**src/rtl/dlmiles_tqvph_i2c.sv**
```systemverilog
// Byte-oriented I2C master behind a Tiny Tapeout pin interface: commands are
// strobed on uio_in[7:4], SDA/SCL are open-drain on uio[0]/uio[1].
module dlmiles_tqvph_i2c #(
  parameter logic [7:0] DEFAULT_DIV = 8'd4
) (
  input  logic       clk,
  input  logic       rst_n,
  input  logic       ena,
  input  logic [7:0] ui_in,
  output logic [7:0] uo_out,
  input  logic [7:0] uio_in,
  output logic [7:0] uio_out,
  output logic [7:0] uio_oe
);

  typedef enum logic [1:0] {
    ST_IDLE,
    ST_START,
    ST_STOP,
    ST_BIT
  } state_t;

  localparam logic [2:0] OP_NOP       = 3'd0;
  localparam logic [2:0] OP_START     = 3'd1;
  localparam logic [2:0] OP_STOP      = 3'd2;
  localparam logic [2:0] OP_WRITE     = 3'd3;
  localparam logic [2:0] OP_READ_ACK  = 3'd4;
  localparam logic [2:0] OP_READ_NACK = 3'd5;
  localparam logic [2:0] OP_SET_DIV   = 3'd6;
  localparam logic [2:0] OP_RESTART   = 3'd7;

  state_t     state, state_nx;
  logic       strobe_q;
  logic [7:0] div;
  logic [7:0] cnt;
  logic [1:0] quarter;
  logic [3:0] bit_idx;
  logic [7:0] shreg;
  logic       is_read;
  logic       ack_low;
  logic       sda_sample;
  logic       idle_sda;
  logic       idle_scl;
  logic       nack;
  logic [7:0] rx_byte;
  logic       busy;

  logic       sda_pull;
  logic       scl_pull;
  logic       req;
  logic       stretch;
  logic       tick;
  logic       last_q;
  logic       bit_val;
  logic [2:0] op;

  logic unused_ok;
  assign unused_ok = &{1'b0, ena, uio_in[3:2]};

  assign op = uio_in[6:4];

  always_comb begin
    req      = uio_in[7] & ~strobe_q;
    // Bits 0..7 come from the shift register (all ones for a read);
    // the 9th bit is released except for a read that ACKs.
    bit_val  = (bit_idx == 4'd8) ? ~ack_low : shreg[7];
    sda_pull = idle_sda;
    scl_pull = idle_scl;
    unique case (state)
      ST_START: begin
        unique case (quarter)
          2'd0: begin sda_pull = 1'b0; scl_pull = idle_scl; end
          2'd1: begin sda_pull = 1'b0; scl_pull = 1'b0;     end
          2'd2: begin sda_pull = 1'b1; scl_pull = 1'b0;     end
          2'd3: begin sda_pull = 1'b1; scl_pull = 1'b1;     end
        endcase
      end
      ST_STOP: begin
        unique case (quarter)
          2'd0: begin sda_pull = 1'b1; scl_pull = 1'b1; end
          2'd1: begin sda_pull = 1'b1; scl_pull = 1'b0; end
          2'd2: begin sda_pull = 1'b1; scl_pull = 1'b0; end
          2'd3: begin sda_pull = 1'b0; scl_pull = 1'b0; end
        endcase
      end
      ST_BIT: begin
        sda_pull = ~bit_val;
        scl_pull = (quarter == 2'd0) || (quarter == 2'd3);
      end
      default: ;
    endcase

    // A slave holding SCL low freezes the quarter counter.
    stretch = ~scl_pull & ~uio_in[1];
    tick    = (cnt == div) & ~stretch;
    last_q  = tick & (quarter == 2'd3);

    state_nx = state;
    unique case (state)
      ST_IDLE: begin
        if (req) begin
          unique case (op)
            OP_START, OP_RESTART:                 state_nx = ST_START;
            OP_STOP:                              state_nx = ST_STOP;
            OP_WRITE, OP_READ_ACK, OP_READ_NACK:  state_nx = ST_BIT;
            default:                              state_nx = ST_IDLE;
          endcase
        end
      end
      ST_START, ST_STOP: begin
        if (last_q) state_nx = ST_IDLE;
      end
      ST_BIT: begin
        if (last_q && (bit_idx == 4'd8)) state_nx = ST_IDLE;
      end
      default: state_nx = ST_IDLE;
    endcase
  end

  always_ff @(posedge clk) begin
    if (rst_n) begin
      state      <= ST_IDLE;
      strobe_q   <= 1'b0;
      div        <= DEFAULT_DIV;
      cnt        <= 8'd0;
      quarter    <= 2'd0;
      bit_idx    <= 4'd0;
      shreg      <= 8'd0;
      is_read    <= 1'b0;
      ack_low    <= 1'b0;
      sda_sample <= 1'b0;
      idle_sda   <= 1'b0;
      idle_scl   <= 1'b0;
      nack       <= 1'b0;
      rx_byte    <= 8'd0;
      busy       <= 1'b0;
    end else begin
      strobe_q <= uio_in[7];
      state    <= state_nx;
      busy     <= (state_nx != ST_IDLE);
      if (state == ST_IDLE) begin
        cnt     <= 8'd0;
        quarter <= 2'd0;
        bit_idx <= 4'd0;
        if (req) begin
          unique case (op)
            OP_SET_DIV: div <= ui_in;
            OP_WRITE: begin
              shreg   <= ui_in;
              is_read <= 1'b0;
              ack_low <= 1'b0;
            end
            OP_READ_ACK, OP_READ_NACK: begin
              shreg   <= 8'hFF;
              is_read <= 1'b1;
              ack_low <= (op == OP_READ_ACK);
            end
            default: ;
          endcase
        end
      end else begin
        if (tick) begin
          cnt     <= 8'd0;
          quarter <= quarter + 2'd1;
          if (quarter == 2'd2) sda_sample <= uio_in[0];
        end else if (!stretch) begin
          cnt <= cnt + 8'd1;
        end
        if (last_q) begin
          // Line levels at the end of a sequence persist until the next command.
          idle_sda <= sda_pull;
          idle_scl <= scl_pull;
          if (state == ST_BIT) begin
            bit_idx <= bit_idx + 4'd1;
            if (bit_idx != 4'd8) shreg <= {shreg[6:0], sda_sample};
            if (is_read && (bit_idx == 4'd7)) rx_byte <= {shreg[6:0], sda_sample};
            if (!is_read && (bit_idx == 4'd8)) nack <= sda_sample;
          end
        end
      end
    end
  end

  assign uo_out  = rx_byte;
  assign uio_out = {4'b0000, nack, busy, 2'b00};
  // Reset releases both lines without waiting for a clock edge.
  assign uio_oe  = {4'b0000, 2'b11, scl_pull & ~rst_n, sda_pull & ~rst_n};

endmodule

```
**config.mk**
```make
export PLATFORM = sky130hd
export DESIGN_NAME = dlmiles_tqvph_i2c
export DESIGN_NICKNAME = d
export VERILOG_FILES = /design/src/rtl/dlmiles_tqvph_i2c.sv
export SDC_FILE = /design/constraint.sdc
export NUM_CORES = 1
export LEC_CHECK = 0
export BUFFER_PORTS_ARGS = -buffer_cell sky130_fd_sc_hd__buf_4
export CAP_MARGIN = 20
export CORE_UTILIZATION = 58
export CTS_BUF_LIST = sky130_fd_sc_hd__clkbuf_4 sky130_fd_sc_hd__clkbuf_8
export CTS_CLUSTER_DIAMETER = 120
export DETAILED_ROUTE_END_ITERATION = 8
export PLACE_DENSITY = 0.82
export SYNTH_ARGS = -nofsm -noshare
export SYNTH_HDL_FRONTEND = slang
export SYNTH_SLANG_ARGS = --single-unit
```
**constraint.sdc**
```tcl
create_clock -name clk -period 2.82 [get_ports clk]
set_input_delay 0.141 -clock clk [delete_from_list [all_inputs] [get_ports clk]]
set_output_delay 0.141 -clock clk [all_outputs]
set_load 0.02 [all_outputs]
```
Yosys cells after proc, flatten, opt, wreduce, memory -nomap -nowiden
Index checks and enable logic that the tools add are counted.
W data, S select, Z words.

word-level totals
  register bits = 48
  output and inout bits = 24

operators by class
  add/subtract/negate cells = 3
  equal/unequal tests = 19
  muxes and demuxes = 20
  bitwise gates (word level) = 14
  reduce and logical (&&, ||, !) cells = 31

operator list
  kind                   count
  $mux W8                5
  $pmux W8 S2            1
  $reduce_or A2 Y1       7
  $eq A3 B3 Y1 const B   4
  $pmux W2 S3            2
  $reduce_or A3 Y1       4
  $pmux W1 S2            5
  $reduce_bool A2 Y1     5
  $pmux W1 S3            3
  $reduce_and A3 Y1      3
  $add A8 B1 Y8 const B  1
  $eq A2 B2 Y1 const B   4
  $eq A8 B8 Y1           1
  $not A1 Y1             8
  $reduce_and A4 Y1      2
  $and A1 B1 Y1          6
  $eq A3 B2 Y1 const B   2
  $mux W2                3
  $reduce_and A5 Y1      1
  $add A4 B1 Y4 const B  1
  $eq A2 B1 Y1 const B   2
  $eq A4 B3 Y1 const B   1
  $eq A4 B4 Y1 const B   1
  $logic_not A2 Y1       2
  other kinds (10)       13

Longest topological paths before layout
Gate-level depths: netlist of the first run.

  depth after elaboration = 13
  mapped depth = 11
  mapped depth without buffers = 7

Worst setup path before layout of the first run
Ideal clock, no wire load.

  kind = flip-flop to flip-flop
  start point = reg state[0]
  end point = reg shreg[0]
  library setup time = 121 ps
  arrival time = 2170 ps
  required time = 2699 ps
  path slack = 529 ps
  stages on the path, launching flop included = 10
  path buffers = 2
  path through = dfxtp_1 -> inv_1 -> ha_1 -> buf_4 -> a211oi_2 -> o221ai_4 -> and4_1 -> buf_2 -> a41oi_4 -> mux2_2

between the ends
  cells in the longest elaborated chain, start to end = 9
  elaborated cells on any way between the ends = 17
  classes of those cells = eq/ne: 5; mux: 2; bitwise: 5; reduce/logical: 5

RTL lines
  what                                        RTL line  source
  from (decl)                                 32        state_t state, state_nx;
  from (signal assigned)                      139       state <= state_nx;
  $eq A2 B2 Y1, or another cell as far along  69, 173
  $pmux W1 S3                                 69        unique case (state)
  $not A1 Y1                                  94        stretch = ~scl_pull & ~uio_in[1];
  $and A1 B1 Y1                               94
  $not A1 Y1                                  95        tick = (cnt == div) & ~stretch;
  $and A1 B1 Y1                               95
  $and A1 B1 Y1                               96        last_q = tick & (quarter == 2'd3);
  $reduce_bool A2 Y1 (no source line)         --
  $reduce_and A5 Y1 (no source line)          --
  to (signal assigned)                        149       shreg <= ui_in;
  to (signal assigned)                        175       if (bit_idx != 4'd8) shreg <= {shreg[6:0], sda_sample};
  to (decl)                                   38        logic [7:0] shreg;

Parallel ways exist; a longest one is shown, timed or not.
A chain may end at the register's enable or synchronous reset.

Worst setup path after layout of the first run
  start point = reg state[0]
  end point = out uio_oe[1]

between the ends
  cells in the longest elaborated chain, start to end = 3
  elaborated cells on any way between the ends = 5
  classes of those cells = eq/ne: 3; mux: 1; bitwise: 1

RTL lines
  what                                                 RTL line  source
  $eq A2 B2 Y1 / $eq A2 B1 Y1 (equally long branches)  69
  $pmux W1 S3 (*)                                      69
  $and A1 B1 Y1 (*)                                    187       assign uio_oe = {4'b0000, 2'b11, scl_pull & ~rst_n, sda_pull & ~rst_n};
  to (decl)                                            13        output logic [7:0] uio_oe

Mark *: on every way between the ends. The rest lies on a longest branch, timed or not.

==> reports/results.txt, run 1 <==
1st-iter DRT viols: 72
DRT antenna net count: 0
Delay of the slowest critical-path stage: 0.50 ns
Fmax: 414.8 MHz
CTS clk-pin slew, worst paths: 0.09 ns
Asr flop ratio synth: 0
# diodes: 0
CTS Sinks: 48
Vias in the first global route: 2038
Hold path depth: 2
Routability cong.: 0.8149
Largest net degree at the start of global routing: 46
Startpoint Class: register
Final setup viols: 0
Share of cells above drive strength 1: 0.1788
CP Max Fanout: 16
Port bufs: 27
Hold_buf cts: 0
Setup tns final: 0 ns
Drt first pass iters: 5
Clk root buf: clkbuf_8
Power per cell area: 463.6 nW/um^2
Nets: 360
H-tree lvl count: 2
CP cell instances: inv_1 -> ha_1 -> buf_4 -> buf_4 -> a2111oi_0 -> nor3_1 -> buf_4
CP delay by family, top: buffers and inverters
Routed WL: 5.519 mm
Io pins: 43
Reg2Reg Setup Slack: 0.43 ns
Worst r2r path cells: 7
Leakage Power: 1.110 nW
Crit path arrival time: 2.27 ns
# resized after CTS: 0
Routed via count: 2204
Worst Max-Slew Pin Slew: 0.6245 ns
Post-synthesis sequential area ratio: 0.3621
CTS buffer count: 5
DIE AREA: 4850 um^2
Congestion Overflow GR: 0
Min Tclk post-route: 2.411 ns
Post-DP HPWL: 3.912 mm
Critical path capture point type: output pin
Setup WS pre-CTS: 0.4468 ns
Slew headroom: 0.5729
HP Class: primary input to register
Clk_skew: 0.006054 ns
Slowest cell on the critical path: a2111oi_0
Synth Flop Type: dfxtp_1
Status: finished, final reports clean
Synth unique cells: 48
First-pass GRT wire length: 9.211 mm
DRC: 0
Final WS setup: 0.4090 ns
Clock tree buffer depth: 2
Crit-path most repeated cell: buf_4
Max-slew violation count: 0
Synthesized flop and latch total: 48
Hold path start: uio_in[7]
Core area: 4384 um^2
Initial Util: 0.6053
Setup bufs post-CTS: 0
Initial antenna violation count: 0
Fin. Hold Viols: 0
RSZ-0062 raised after global routing: no
Via density: 5.770
Gate Count Post-Synth: 310
Area grow syn2layout: 9.854%
Worst vdd ir: 0.3227 mV
Crit Reg-Reg Startpoint: state[0]
Crit path kind: register to output pin
CP required: 2.68 ns
Drt wl/cell: 14.45 um
Total track usage: 0.2351
Critical R2R Capture: shreg[2]
Syn Std Cell Area: 2654 um^2
Die Ht: 69.64 um
Yosys Warn Count: 0
Die W: 69.64 um
Number of enable flip-flop cells after synthesis: 0
WP buf/inv: 4
Number of core rows: 24
Maximum Capacitance Violations: 0
Mapped Avg Cell Area: 8.561 um^2
WHS Endpoint: strobe_q
Period Utilization, post-route: 0.8550
CTS tree: yes
Clock Latency Late Sink: 0.31 ns
## cells by family (layout without fill, tap and decap cells)
family	Yosys count	count (layout)	synth area share
AOI/OAI and AO/OA	69	69	0.1712
xor gates and xnor gates	14	14	0.04621
adders and majority gates	11	11	0.05186
buffers and inverters	44	54	0.08534
DFF	48	48	0.3621
muxes	16	16	0.06554
other	2	12	0.002830
and+or+nand+nor	106	106	0.2150
## cell usage after synthesis, drive strengths merged, types with 3 or more instances
cell type / number / share of area
inv: 13 / 0.018
o221ai: 3 / 0.017
nand4: 14 / 0.035
or3: 3 / 0.0071
o21ai: 17 / 0.032
ha: 11 / 0.052
mux2: 8 / 0.034
buf: 21 / 0.053
a21oi: 25 / 0.047
dfxtp: 48 / 0.36
nor2b: 13 / 0.031
a211oi: 4 / 0.013
clkbuf: 10 / 0.014
nand2b: 3 / 0.0071
o31ai: 3 / 0.0085
o22ai: 8 / 0.019
nand3: 7 / 0.013
nand2: 16 / 0.023
nor2: 31 / 0.044
xor2: 13 / 0.043
nor3: 4 / 0.0094
mux2i: 8 / 0.032
## registers in the layout, indices dropped and copies added, names as in the netlist, 2 cells and up
name     cells
bit_idx      4
cnt          8
div          8
quarter      2
shreg        8
state        2
uo_out       8
## area by class of cell
type / instances / area, um^2
Multi-Input combinational cell: 228 / 1504
Inverter: 13 / 48.80
Clock buffer: 5 / 68.82
Timing Repair Buffer: 34 / 255.2
Clock inverter: 2 / 12.51
Tap cell: 52 / 65.06
Sequential cell: 48 / 960.9
Fill cell: 377 / 1469
## how the worst max path moves through the flow
stage	startpoint	end	slack (ns)	depth (start not counted)
6_report	state[0]	uio_oe[1]	0.41	7
5_1_grt	state[0]	uio_oe[1]	0.26	7
4_1_cts	state[0]	shreg[2]	0.41	7
3_5_place_dp	state[0]	shreg[6]	0.45	7
3_3_place_gp	state[0]	shreg[4]	0.52	7
2_1_floorplan	state[0]	shreg[0]	0.53	9
## routing by layer
metal,track usage,up-vias,wire length (um)
met2,0.4035,57,2758
li1,-,1110,-
met4,0.09556,0,82
met3,0.04070,7,243
met5,0,-,0
met1,0.2913,1030,2435
## report_power, final
group          internal [mW]  switching (mW)  total, mW  leakage [nW]
Combinational         0.0904           0.145      0.235         0.682
Sequential             0.694          0.0141      0.708         0.388
Clock                  0.168           0.239      0.408        0.0400
## through the flow
| stage | hold slack [ns] | util | total power, mW | instance area (um^2) | std cells |
|---|---|---|---|---|---|
| after floorplan | 0.2589 | - | 0.9040 | 2691 | 320 |
| after global placement | 0.3621 | 0.6464 | 0.9507 | 2834 | 375 |
| after detailed placement | 0.3665 | 0.6464 | 0.9564 | 2834 | 375 |
| after CTS | 0.04869 | 0.6650 | 1.353 | 2915 | 382 |
| after global routing | 0.06946 | 0.6650 | 1.402 | 2915 | 382 |
| final | 0.04366 | 0.6650 | 1.351 | 2915 | 382 |
## cells in the final DEF, fill, tap and decap left out, drive strengths merged, types with 2 or more instances in the layout
| master | n |
|---|---|
| a211oi | 4 |
| a21oi | 25 |
| a221oi | 2 |
| and2 | 2 |
| and3 | 2 |
| buf | 34 |
| clkbuf | 5 |
| conb | 12 |
| dfxtp | 48 |
| ha | 11 |
| inv | 13 |
| mux2 | 8 |
| mux2i | 8 |
| nand2 | 16 |
| nand2b | 3 |
| nand3 | 7 |
| nand3b | 2 |
| nand4 | 14 |
| nor2 | 31 |
| nor2b | 13 |
| nor3 | 4 |
| nor4 | 2 |
| o211ai | 2 |
| o21ai | 17 |
| o221ai | 3 |
| o22ai | 8 |
| o31ai | 3 |
| or3 | 3 |
| or4 | 2 |
| xor2 | 13 |
Power figures use the tool's default switching activity.
==> run 2, diff against run 1 <==
--- a/config.mk
+++ b/config.mk
@@ -11,6 +11,7 @@
 export CTS_BUF_LIST = sky130_fd_sc_hd__clkbuf_4 sky130_fd_sc_hd__clkbuf_8
 export CTS_CLUSTER_DIAMETER = 120
 export DETAILED_ROUTE_END_ITERATION = 8
+export GPL_TIMING_DRIVEN = 0
 export PLACE_DENSITY = 0.82
 export SYNTH_ARGS = -nofsm -noshare
 export SYNTH_HDL_FRONTEND = slang
==> run 2 against run 1 <==
Final cell count increased by 6.3%; critical path depth up 2; maximum frequency is 6.2% lower; first-iteration DRC count up 65%; global-route usage up 0.49 points; critical path type is now register to register; largest cell class unchanged.
==> reports/results.txt, run 2 (same netlist as run 1, synthesis figures left out) <==
Power per cell area: 476.0 nW/um^2 (+2.7%)
Die W: 69.64 um (unchanged)
Area grow syn2layout: 15.42%
Post-DP HPWL: 4.198 mm (+7.3%)
Slowest cell on the critical path: dfxtp_1
Reg2Reg Setup Slack: 0.25 ns (-0.18 ns)
DIE AREA: 4850 um^2 (unchanged)
Core area: 4384 um^2 (unchanged)
Hold_buf cts: 0 (unchanged)
Pint: 1.059 mW (+11%)
Clk root buf: clkbuf_8
Fin. Hold Viols: 0 (unchanged)
Hold WS: 0.05585 ns (+0.01219 ns)
Drt first pass iters: 4 (-1)
Largest net degree at the start of global routing: 16 (-65%)
Total track usage: 0.2400 (+0.004898)
Routed WL: 5.632 mm (+2.0%)
Final instance area: 3063 um^2 (+5.1%)
Multi-input gate area in the final layout: 1504 um^2 (unchanged)
Comb power frac: 0.173 (about the same)
Critical path capture point type: register
Placed inst area: 2952 um^2 (+4.2%)
Layout Cells excl Fill: 406 (+6.3%)
Share of cells above drive strength 1: 0.2006 (+0.02178)
CTS tree: yes
Port bufs: 26 (-3.7%)
Nets: 383 (+6.4%)
# resized after CTS: 0 (unchanged)
First-pass GRT wire length: 9.459 mm (+2.7%)
CP cell instances: inv_1 -> ha_1 -> buf_4 -> a211oi_2 -> o221ai_4 -> and4_1 -> buf_2 -> a41oi_4 -> mux2_2
Initial Util: 0.6053 (unchanged)
Vias in the first global route: 2134 (+4.7%)
Sw Share: 0.2737 (-0.02120)
CP required: 3.02 ns (+0.34 ns)
Filler instances: 368 (-2.4%)
Initial antenna violation count: 0 (unchanged)
# diodes: 0 (unchanged)
Most common cell after layout, fill and taps aside: dfxtp_1
Delay of the slowest critical-path stage: 0.43 ns (-0.07 ns)
Fmax: 389.1 MHz (-6.2%)
Drt wl/cell: 13.87 um (-4.0%)
DRT antenna net count: 0 (unchanged)
Leakage Power: 1.195 nW (+7.6%)
CTS buffer count: 5 (unchanged)
Clock tree buffer depth: 2 (unchanged)
WP buf/inv: 3 (-1)
Clock share of power: 0.341 (+0.039)
Final setup viols: 0 (unchanged)
Io pins: 43 (unchanged)
DRC: 0 (unchanged)
Crit path arrival time: 2.77 ns (+0.50 ns)
Register area: 960.9 um^2 (unchanged)
CP Max Fanout: 9 (-7)
Congestion Overflow GR: 0 (unchanged)
Setup WS pre-CTS: 0.2787 ns (-0.1682 ns)
Maximum Capacitance Violations: 0 (unchanged)
Startpoint Class: register
Number of core rows: 24 (unchanged)
Setup tns final: 0 ns (unchanged)
Status: finished, final reports clean
Placed cell count: 398 (+6.1%)
Slew headroom: 0.4698 (-0.1031)
Clk_skew: 0.008283 ns (+0.002229 ns)
Worst Max-Slew Pin Slew: 0.7910 ns (+0.1664 ns)
Routability cong.: 0.8337 (+2.3%)
Worst vdd ir: 0.3350 mV (+3.8%)
CP delay by family, top: compound AO/OA/AOI/OAI gates
Period Utilization, post-route: 0.9114 (+0.05644)
CTS Sinks: 48 (unchanged)
Setup bufs post-CTS: 0 (unchanged)
Switch Pwr: 399.0 uW (+0.12%)
Routed via count: 2284 (+3.6%)
Final WS setup: 0.2498 ns (-0.1592 ns)
HP Class: primary input to register
Min Tclk post-route: 2.570 ns (+0.1592 ns)
H-tree lvl count: 2 (unchanged)
Sequential share of power: 0.486 (-0.038)
CTS clk-pin slew, worst paths: 0.09 ns (about the same)
RSZ-0062 raised after global routing: no
Via density: 5.626 (-2.5%)
Die Ht: 69.64 um (unchanged)
Clock Latency Late Sink: 0.30 ns (about the same)
Commonest cells after routing, fill and taps aside: dfxtp_1 (48), buf_4 (41), nor2_1 (31), a21oi_1 (25), o21ai_0 (17)
1st-iter DRT viols: 119 (+65%)
Max-slew violation count: 0 (unchanged)
Crit path kind: register to register
[run 2: area by class of cell]
type,instances,area share
clock buffer,5,0.02247
tap,52,0.02124
buffer,31,0.05801
inverter,13,0.01593
sequential,48,0.3137
multi-input combinational,228,0.4910
timing repair buffer,26,0.06373
clock inverter,3,0.01389
[run 2: power by group through the flow]
| stage | combinational, mW | clock (mW) | sequential (mW) |
|---|---|---|---|
| 2_1_floorplan | 0.184 | 0 | 0.720 |
| 3_3_place_gp | 0.245 | 0 | 0.723 |
| 3_5_place_dp | 0.249 | 0 | 0.724 |
| 4_1_cts | 0.249 | 0.507 | 0.708 |
| 5_1_grt | 0.276 | 0.532 | 0.710 |
| 6_report | 0.252 | 0.498 | 0.708 |
[run 2: final timing paths]
check / end / startpoint / cells after the start
worst min-delay path: div[2] / ui_in[2] / 2
worst max register to register: shreg[3] / state[1] / 9
worst max-delay path: shreg[3] / state[1] / 9
worst min register to register: uo_out[2] / uo_out[2] / 2
[run 2: metrics by stage]
stage | util | total power [mW]
2_1_floorplan | - | 0.9040
3_3_place_gp | 0.6732 | 0.9679
3_5_place_dp | 0.6732 | 0.9724
4_1_cts | 0.6986 | 1.464
5_1_grt | 0.6986 | 1.519
6_report | 0.6986 | 1.458
[run 2: worst register-to-register path, stage by stage, from the launching register on]
cell and delay, ns:
dfxtp_1 0.43, inv_1 0.11, ha_1 0.19, buf_4 0.16, a211oi_2 0.22, o221ai_4 0.22
and4_1 0.20, buf_2 0.17, a41oi_4 0.39, mux2_2 0.38
[run 2: metal layers]
metal,vias to the layer above,GRT usage,wire length [um]
met2,50,0.4186,2788
li1,1152,-,-
met3,10,0.04651,196
met1,1072,0.3027,2550
met5,-,0,0
met4,0,0.06444,97
